[src/rtl/m_wbarb_pkg.sv]
// Shared types and constants for the two-master Wishbone arbiter.
// FSM state encoding doubles as the one-hot grant vector.
package m_wbarb_pkg;

    localparam int ADR_W = 32;
    localparam int DAT_W = 32;
    localparam int SEL_W = 4;

    typedef enum logic [1:0] {
        ST_IDLE = 2'b00,
        ST_G0   = 2'b01,
        ST_G1   = 2'b10
    } state_t;

    // Pick the next owner from the two CYC requests; ties use round-robin or master 0
    function automatic state_t f_arb(input logic c0, input logic c1,
                                     input logic last, input logic rr);
        state_t res;
        res = ST_IDLE;
        if (c0 && c1) begin
            if (rr && !last) begin
                res = ST_G1;
            end else begin
                res = ST_G0;
            end
        end else if (c0) begin
            res = ST_G0;
        end else if (c1) begin
            res = ST_G1;
        end else begin
            res = ST_IDLE;
        end
        return res;
    endfunction

endpackage

[src/rtl/m_wbarb_tmo.sv]
// Bus-timeout watchdog for m_wbarb2, only instantiated with WBARB_TIMEOUT_EN.
// Fires in the cycle that would be the TIMEOUT-th consecutive unacknowledged strobe.
module m_wbarb_tmo #(
    parameter int TMO_W   = 8,
    parameter int TIMEOUT = 255
) (
    input  logic i_clk,
    input  logic i_rst,
    input  logic i_stb,
    input  logic i_ack,
    input  logic i_clr,
    output logic o_tmo
);

    localparam logic [TMO_W-1:0] LIM = TMO_W'(TIMEOUT - 1);

    logic [TMO_W-1:0] r_cnt;

    // ACK always wins over the timeout in the same cycle
    assign o_tmo = i_stb & ~i_ack & (r_cnt == LIM);

    // Stall counter: counts strobed cycles without ACK, clears on any break in the stall
    always_ff @(posedge i_clk) begin
        if (i_rst) begin
            r_cnt <= '0;
        end else if (i_clr || i_ack || !i_stb || o_tmo) begin
            r_cnt <= '0;
        end else begin
            r_cnt <= r_cnt + TMO_W'(1);
        end
    end

endmodule

[src/rtl/m_wbarb2.sv]
// Two-master Wishbone B4 classic arbiter with registered grant (round-robin or fixed priority).
// Optional bus-timeout watchdog enabled by defining WBARB_TIMEOUT_EN.
module m_wbarb2
    import m_wbarb_pkg::*;
#(
    parameter int RR      = 1,
    parameter int TMO_W   = 8,
    parameter int TIMEOUT = 255
) (
    input  logic             CLK_I,
    input  logic             RST_I,
    input  logic             m0_CYC_I,
    input  logic             m0_STB_I,
    input  logic             m0_WE_I,
    input  logic [SEL_W-1:0] m0_SEL_I,
    input  logic [ADR_W-1:0] m0_ADR_I,
    input  logic [DAT_W-1:0] m0_DAT_I,
    output logic             m0_ACK_O,
    output logic             m0_ERR_O,
    output logic [DAT_W-1:0] m0_DAT_O,
    input  logic             m1_CYC_I,
    input  logic             m1_STB_I,
    input  logic             m1_WE_I,
    input  logic [SEL_W-1:0] m1_SEL_I,
    input  logic [ADR_W-1:0] m1_ADR_I,
    input  logic [DAT_W-1:0] m1_DAT_I,
    output logic             m1_ACK_O,
    output logic             m1_ERR_O,
    output logic [DAT_W-1:0] m1_DAT_O,
    output logic             CYC_O,
    output logic             STB_O,
    output logic             WE_O,
    output logic [SEL_W-1:0] SEL_O,
    output logic [ADR_W-1:0] ADR_O,
    output logic [DAT_W-1:0] DAT_O,
    input  logic [DAT_W-1:0] DAT_I,
    input  logic             ACK_I,
    output logic [1:0]       gnt
);

    localparam logic RR_EN = (RR != 0);

    state_t           r_state;
    state_t           w_state_nxt;
    logic             r_last;
    logic             w_cyc;
    logic             w_stb;
    logic             w_we;
    logic [SEL_W-1:0] w_sel;
    logic [ADR_W-1:0] w_adr;
    logic [DAT_W-1:0] w_dat;
    logic             w_tmo;

    // Next-state: owner keeps the bus while its CYC is high, otherwise re-arbitrate immediately
    always_comb begin
        w_state_nxt = ST_IDLE;
        case (r_state)
            ST_IDLE: w_state_nxt = f_arb(m0_CYC_I, m1_CYC_I, r_last, RR_EN);
            ST_G0: begin
                if (m0_CYC_I) begin
                    w_state_nxt = ST_G0;
                end else begin
                    w_state_nxt = f_arb(m0_CYC_I, m1_CYC_I, r_last, RR_EN);
                end
            end
            ST_G1: begin
                if (m1_CYC_I) begin
                    w_state_nxt = ST_G1;
                end else begin
                    w_state_nxt = f_arb(m0_CYC_I, m1_CYC_I, r_last, RR_EN);
                end
            end
            default: w_state_nxt = ST_IDLE;
        endcase
    end

    // Grant register; last starts at 1 so master 0 wins the first tie
    always_ff @(posedge CLK_I) begin
        if (RST_I) begin
            r_state <= ST_IDLE;
            r_last  <= 1'b1;
        end else begin
            r_state <= w_state_nxt;
            if ((w_state_nxt != r_state) && (w_state_nxt != ST_IDLE)) begin
                r_last <= (w_state_nxt == ST_G1);
            end else begin
                r_last <= r_last;
            end
        end
    end

    // Slave-side mux of the owner's request; everything zero while idle
    always_comb begin
        w_cyc = 1'b0;
        w_stb = 1'b0;
        w_we  = 1'b0;
        w_sel = '0;
        w_adr = '0;
        w_dat = '0;
        case (r_state)
            ST_G0: begin
                w_cyc = m0_CYC_I;
                w_stb = m0_STB_I;
                w_we  = m0_WE_I;
                w_sel = m0_SEL_I;
                w_adr = m0_ADR_I;
                w_dat = m0_DAT_I;
            end
            ST_G1: begin
                w_cyc = m1_CYC_I;
                w_stb = m1_STB_I;
                w_we  = m1_WE_I;
                w_sel = m1_SEL_I;
                w_adr = m1_ADR_I;
                w_dat = m1_DAT_I;
            end
            default: begin
                w_cyc = 1'b0;
                w_stb = 1'b0;
            end
        endcase
    end

`ifdef WBARB_TIMEOUT_EN
    logic w_gnt_chg;
    assign w_gnt_chg = (w_state_nxt != r_state);

    m_wbarb_tmo #(
        .TMO_W   (TMO_W),
        .TIMEOUT (TIMEOUT)
    ) u_tmo (
        .i_clk (CLK_I),
        .i_rst (RST_I),
        .i_stb (w_stb),
        .i_ack (ACK_I),
        .i_clr (w_gnt_chg),
        .o_tmo (w_tmo)
    );
`else
    // Watchdog absent: expression is constant 0, parameters only kept for a common interface
    assign w_tmo = (TIMEOUT < 0) && (TMO_W < 0);
`endif

    assign gnt      = r_state;
    assign CYC_O    = w_cyc;
    assign STB_O    = w_stb & ~w_tmo;
    assign WE_O     = w_we;
    assign SEL_O    = w_sel;
    assign ADR_O    = w_adr;
    assign DAT_O    = w_dat;
    assign m0_DAT_O = DAT_I;
    assign m1_DAT_O = DAT_I;
    // A master that has dropped CYC no longer receives ACK
    assign m0_ACK_O = (r_state == ST_G0) & m0_CYC_I & ACK_I;
    assign m1_ACK_O = (r_state == ST_G1) & m1_CYC_I & ACK_I;
    assign m0_ERR_O = (r_state == ST_G0) & w_tmo;
    assign m1_ERR_O = (r_state == ST_G1) & w_tmo;

endmodule

[config.mk]
export PLATFORM = sky130hd
export DESIGN_NAME = m_wbarb2
export DESIGN_NICKNAME = d
export VERILOG_FILES = /design/src/rtl/m_wbarb_pkg.sv /design/src/rtl/m_wbarb_tmo.sv /design/src/rtl/m_wbarb2.sv
export SDC_FILE = /design/constraint.sdc
export NUM_CORES = 1
export LEC_CHECK = 0
export CAP_MARGIN = 20
export CELL_PAD_IN_SITES_DETAIL_PLACEMENT = 1
export CELL_PAD_IN_SITES_GLOBAL_PLACEMENT = 2
export CORE_ASPECT_RATIO = 1.1
export CORE_MARGIN = 5
export CORE_UTILIZATION = 10
export DETAILED_ROUTE_END_ITERATION = 10
export PLACE_DENSITY = 0.95
export SLEW_MARGIN = 20
export SYNTH_ARGS = -nofsm -noshare
export SYNTH_HDL_FRONTEND = slang
export SYNTH_SLANG_ARGS = --single-unit
[constraint.sdc]
create_clock -name CLK_I -period 2.4 [get_ports CLK_I]
set_input_delay 0.6 -clock CLK_I [delete_from_list [all_inputs] [get_ports CLK_I]]
set_output_delay 0.6 -clock CLK_I [all_outputs]
set_load 0.1 [all_outputs]
==> results.cfg, run 1 <==
[final_layout]
final_core_util = 0.2929
final_nets = 584
fin_area_um2 = 5233
syn2layout_area_growth_pct = 186.2
diodes = 0
fillers = 1953
drive_gt1_frac = 0.4204

[detailed_routing]
drt_iter0_drc = 44
wirelength_um = 11430
drtPass1Iterations = 4
via_per_inst = 3.892
vias = 2491
wl_per_cell_um = 17.85
antenna_left = 0
drc = 0

[synth]
yosysTopAreaCellShare = 0.2916
synth.avg_cell_area_um2 = 7.058
netlist_top_cells_count = nor2b_1, a22oi_1, buf_4
yosysWarnings = 0
ys_types = 23
synthTopCellsByArea = a22oi_1, buf_4, nor2b_1
synth_ff_type = dfxtp_1
synth.largest_area_cell = a22oi_1
syn_inst = 259
post-synth-top-count-cell = nor2b_1
ys_seq_area_frac = 0.03285
synthArstFlopShare = 0
syn_area_um2 = 1828
synth_edf_count = 0
synth_seq_cells = 3

[cts]
clock_latency_ns = 0.22
clk_pin_slew_ns = 0.03
cts_tree = built
postCtsSetupRepairBufs = 0
cts_buffer_depth = 2
ctsHoldBuffers = 0
htree_levels = 1
cts_buffers = 3
cts.sinks = 3
cts-root-buf = clkbuf_16
post_cts_resized = 0

[timing]
finalSetupViolCount = 0
rsz0062_at_grt = no
fin_crit_sh = 0.9671
tns_ns = 0
max_freq_mhz = 430.9
layout_setup_ws_ns = 0.07904
fin_hold_ws_ns = 0.5359
clock_skew_ns = 0.001165
finalHoldViolCount = 0
fin_crit_ns = 2.321
maxSlewViolCount = 0

[outcome]
outcome = finished clean

[floorplanning]
core-area_um2 = 17870
ios = 318
dieArea_um2 = 21090
dieHeight_um = 151.8
start_util = 0.1023
die_x_um = 138.9
row_count = 51

[placement]
dp_slack_ns = 0.04833
placed_cell_area_um2 = 5154
gp_congestion = 0.7154
dp_hpwl_um = 9645
io_buffers = 219

[global_route]
grt_util_all_layers = 0.09956
first_global_vias = 2847
grt_pass1_wl_um = 16700
antenna_found_initial = 1
gr-total-overflow = 0
grt_max_degree = 45

[critical_path]
worstPathMaxFanout = 7
cp.arrival_ns = 1.72
end_kind = output pin
reg2reg_depth = 8
cp_data_required_time_ns = 1.80
start_kind = input port
worst-setup-path-type = input port to output pin

[hold_path]
min_delay_path_depth = 2
hold_class = flop to flop

[power_and_ir_drop]
ir_drop_mv = 0.1413
p_leak_nw = 1.720
power_density_nw_per_um2 = 367.3

[flow_run]
max_cap_violations = 0
cell usage in the layout (no fill, tap or decap), types with 3 or more instances in the layout:
cell type / synthesis / routed
nor2b_4: 0 / 71
buf_12: 0 / 79
clkdlybuf4s50_1: 0 / 144
clkbuf_16: 0 / 3
buf_4: 66 / 4
a22oi_1: 71 / 71
flip-flops by register name (all words and copies together) (netlist names):
| signal | count |
|---|---|
| gnt | 2 |
| r_last | 1 |
logic make-up after synthesis:
group                    count (synthesis)  synth area share
AO/OA/AOI/OAI                           78            0.3326
other                                    1          0.002051
adder cells (fa/ha/maj)                  4           0.02738
multiplexers                             1          0.006160
AND/OR/NAND/NOR                         80            0.2704
flip-flops                               3           0.03286
buffers and inverters                   92            0.3285
metal layers:
metal | routed length, µm | vias up | track usage
met5 | 13 | - | 0
met4 | 506 | 2 | 0.04427
met3 | 1081 | 52 | 0.02982
met2 | 6139 | 150 | 0.1972
met1 | 3684 | 1154 | 0.09249
li1 | - | 1133 | -
stage by stage:
step | total power, mW | std cells
2_1_floorplan | 1.536 | 260
3_3_place_gp | 1.653 | 636
3_5_place_dp | 1.677 | 636
4_1_cts | 1.947 | 640
5_1_grt | 1.997 | 640
6_report | 1.922 | 640
final timing paths:
check | to | start | slack [ns]
min | r_last | gnt[0] | 0.54
max reg2reg | r_last | gnt[0] | 0.29
max | CYC_O | m0_CYC_I | 0.08
min reg2reg | r_last | gnt[0] | 0.54
worst max-delay path: stages:
cell and delay (ns):
clkdlybuf4s50_1 0.53, a22oi_1 0.34, nor2b_4 0.08, buf_12 0.17
report_power, final:
part           switching (mW)  leakage, nW  internal, mW
combinational           0.845         1.66         0.749
clock                  0.0433       0.0382         0.219
sequential            0.00875       0.0262        0.0571
area by class of cell:
cell class	instances	area, µm²	area share
timing repair buffer	227	3053	0.5835
multi-input combinational	165	1724	0.3295
tap	238	297.8	0.05691
clock buffer	4	78.83	0.01506
sequential	3	67.56	0.01291
inverter	3	11.26	0.002152
(Power assumes the default switching activity.)
==> run 2, diff against run 1 <==
Settings changed: CTS_CLUSTER_SIZE set to 30.
==> results of run 2 <==
Same layout as run 1: the final DEF is identical, and so are final timing and power.
==> run 3, diff against run 2 <==
Settings changed: SKIP_LAST_GASP set to 1.
Clock period 2.4 ns to 2.8 ns, I/O delays scaled along.
==> results.cfg, run 3 (synthesized netlist as in run 1, its figures left out) <==
[final_layout]
fillers = 1967
syn2layout_area_growth_pct = 182.8
final_common_cell = clkdlybuf4s50_1
layout_common_cells = clkdlybuf4s50_1, buf_12, a22oi_1, nor2b_4, buf_4
diodes = 0
final_nets = 582
fin_area_um2 = 5170
largest_reg_flops = 2
drive_gt1_frac = 0.4150

[hold_path]
hold_class = flop to flop

[timing]
tns_ns = 0
fin_hold_ws_ns = 0.5473
maxSlewViolCount = 0
max_freq_mhz = 385.5
finalSetupViolCount = 0
finalHoldViolCount = 0
rsz0062_at_grt = no
fin_crit_ns = 2.594
fin_crit_sh = 0.9265
clock_skew_ns = 0.003030

[placement]
dp_hpwl_um = 8984
placed_cell_area_um2 = 5091
gp_congestion = 0.7281
io_buffers = 219

[cts]
cts_tree = built
clk_pin_slew_ns = 0.03
postCtsSetupRepairBufs = 0
cts_buffers = 3
htree_levels = 1
cts-root-buf = clkbuf_16
ctsHoldBuffers = 0
clock_latency_ns = 0.22
cts.sinks = 3
cts_buffer_depth = 2
post_cts_resized = 0

[detailed_routing]
antenna_left = 0
wl_per_cell_um = 16.44
via_per_inst = 3.842
drt_iter0_drc = 86
wirelength_um = 10490
vias = 2451
drtPass1Iterations = 4
drc = 0

[floorplanning]
die_x_um = 138.9
start_util = 0.1023
ios = 318
core-area_um2 = 17870
row_count = 51
dieArea_um2 = 21090
dieHeight_um = 151.8

[global_route]
antenna_found_initial = 0
grt_pass1_wl_um = 15900
grt_max_degree = 43
gr-total-overflow = 0
grt_util_all_layers = 0.09241
first_global_vias = 2827

[power_and_ir_drop]
p_leak_nw = 1.698
power_density_nw_per_um2 = 312.6
ir_drop_mv = 0.1871

[critical_path]
cp_data_required_time_ns = 2.10
cp.arrival_ns = 1.89
end_kind = output pin
worst-setup-path-type = flop to output pin
worstPathMaxFanout = 33
start_kind = flop

[flow_run]
max_cap_violations = 0

[outcome]
outcome = finished clean
run 3: cell types whose count changed in the layout (fill, tap and decap cells not counted):
cell    delta
inv_2      -1
buf_4      +1
ha_2       +1
ha_4       -1
inv_1      +1
buf_12     -3
run 3: layer usage:
layer	vias up	GRT usage	wire length (µm)
li1	1125	-	-
met1	1154	0.08645	3286
met2	128	0.1868	5980
met3	44	0.02323	782
met4	0	0.03868	439
met5	-	0	0
run 3: worst max-delay path, stage by stage, from the launching register on:
cell     delay (ns)
dfxtp_4        0.36
inv_1          0.11
ha_2           0.22
buf_4          0.36
a22oi_1        0.24
nor2b_4        0.18
buf_12         0.18
run 3: path summary, 6_finish.rpt:
| path | startpoint | end | slack, ns | cells past startpoint |
|---|---|---|---|---|
| worst max-delay path | gnt[1] | ADR_O[12] | 0.21 | 6 |
| worst min-delay path | gnt[0] | r_last | 0.55 | 2 |
| worst max register to register | gnt[1] | r_last | 0.55 | 8 |
| worst min register to register | gnt[0] | r_last | 0.55 | 2 |
run 3: cell type report:
class / count / area [µm²] / area share
Timing Repair Buffer: 225 / 3000 / 0.5803
Tap cell: 238 / 297.8 / 0.05760
Sequential cell: 3 / 67.56 / 0.01307
Multi-Input combinational cell: 165 / 1714 / 0.3316
Clock buffer: 4 / 78.83 / 0.01525
Inverter: 3 / 11.26 / 0.002178
run 3: per-stage QoR:
stage	instances	power (mW)	worst slack (ns)	utilization
after floorplan	260	1.302	0.1036	-
after global placement	634	1.382	0.3070	0.2849
after detailed placement	634	1.401	0.2736	0.2849
after CTS	638	1.638	0.1838	0.2894
after global routing	638	1.685	0.09916	0.2894
final	638	1.616	0.2058	0.2894
run 3: power breakdown:
group | total, mW | internal [mW] | leakage [nW] | switching, mW
Clock | 0.228 | 0.188 | 0.0382 | 0.0396
Combinational | 1.33 | 0.619 | 1.63 | 0.713
Sequential | 0.0566 | 0.0490 | 0.0262 | 0.00764
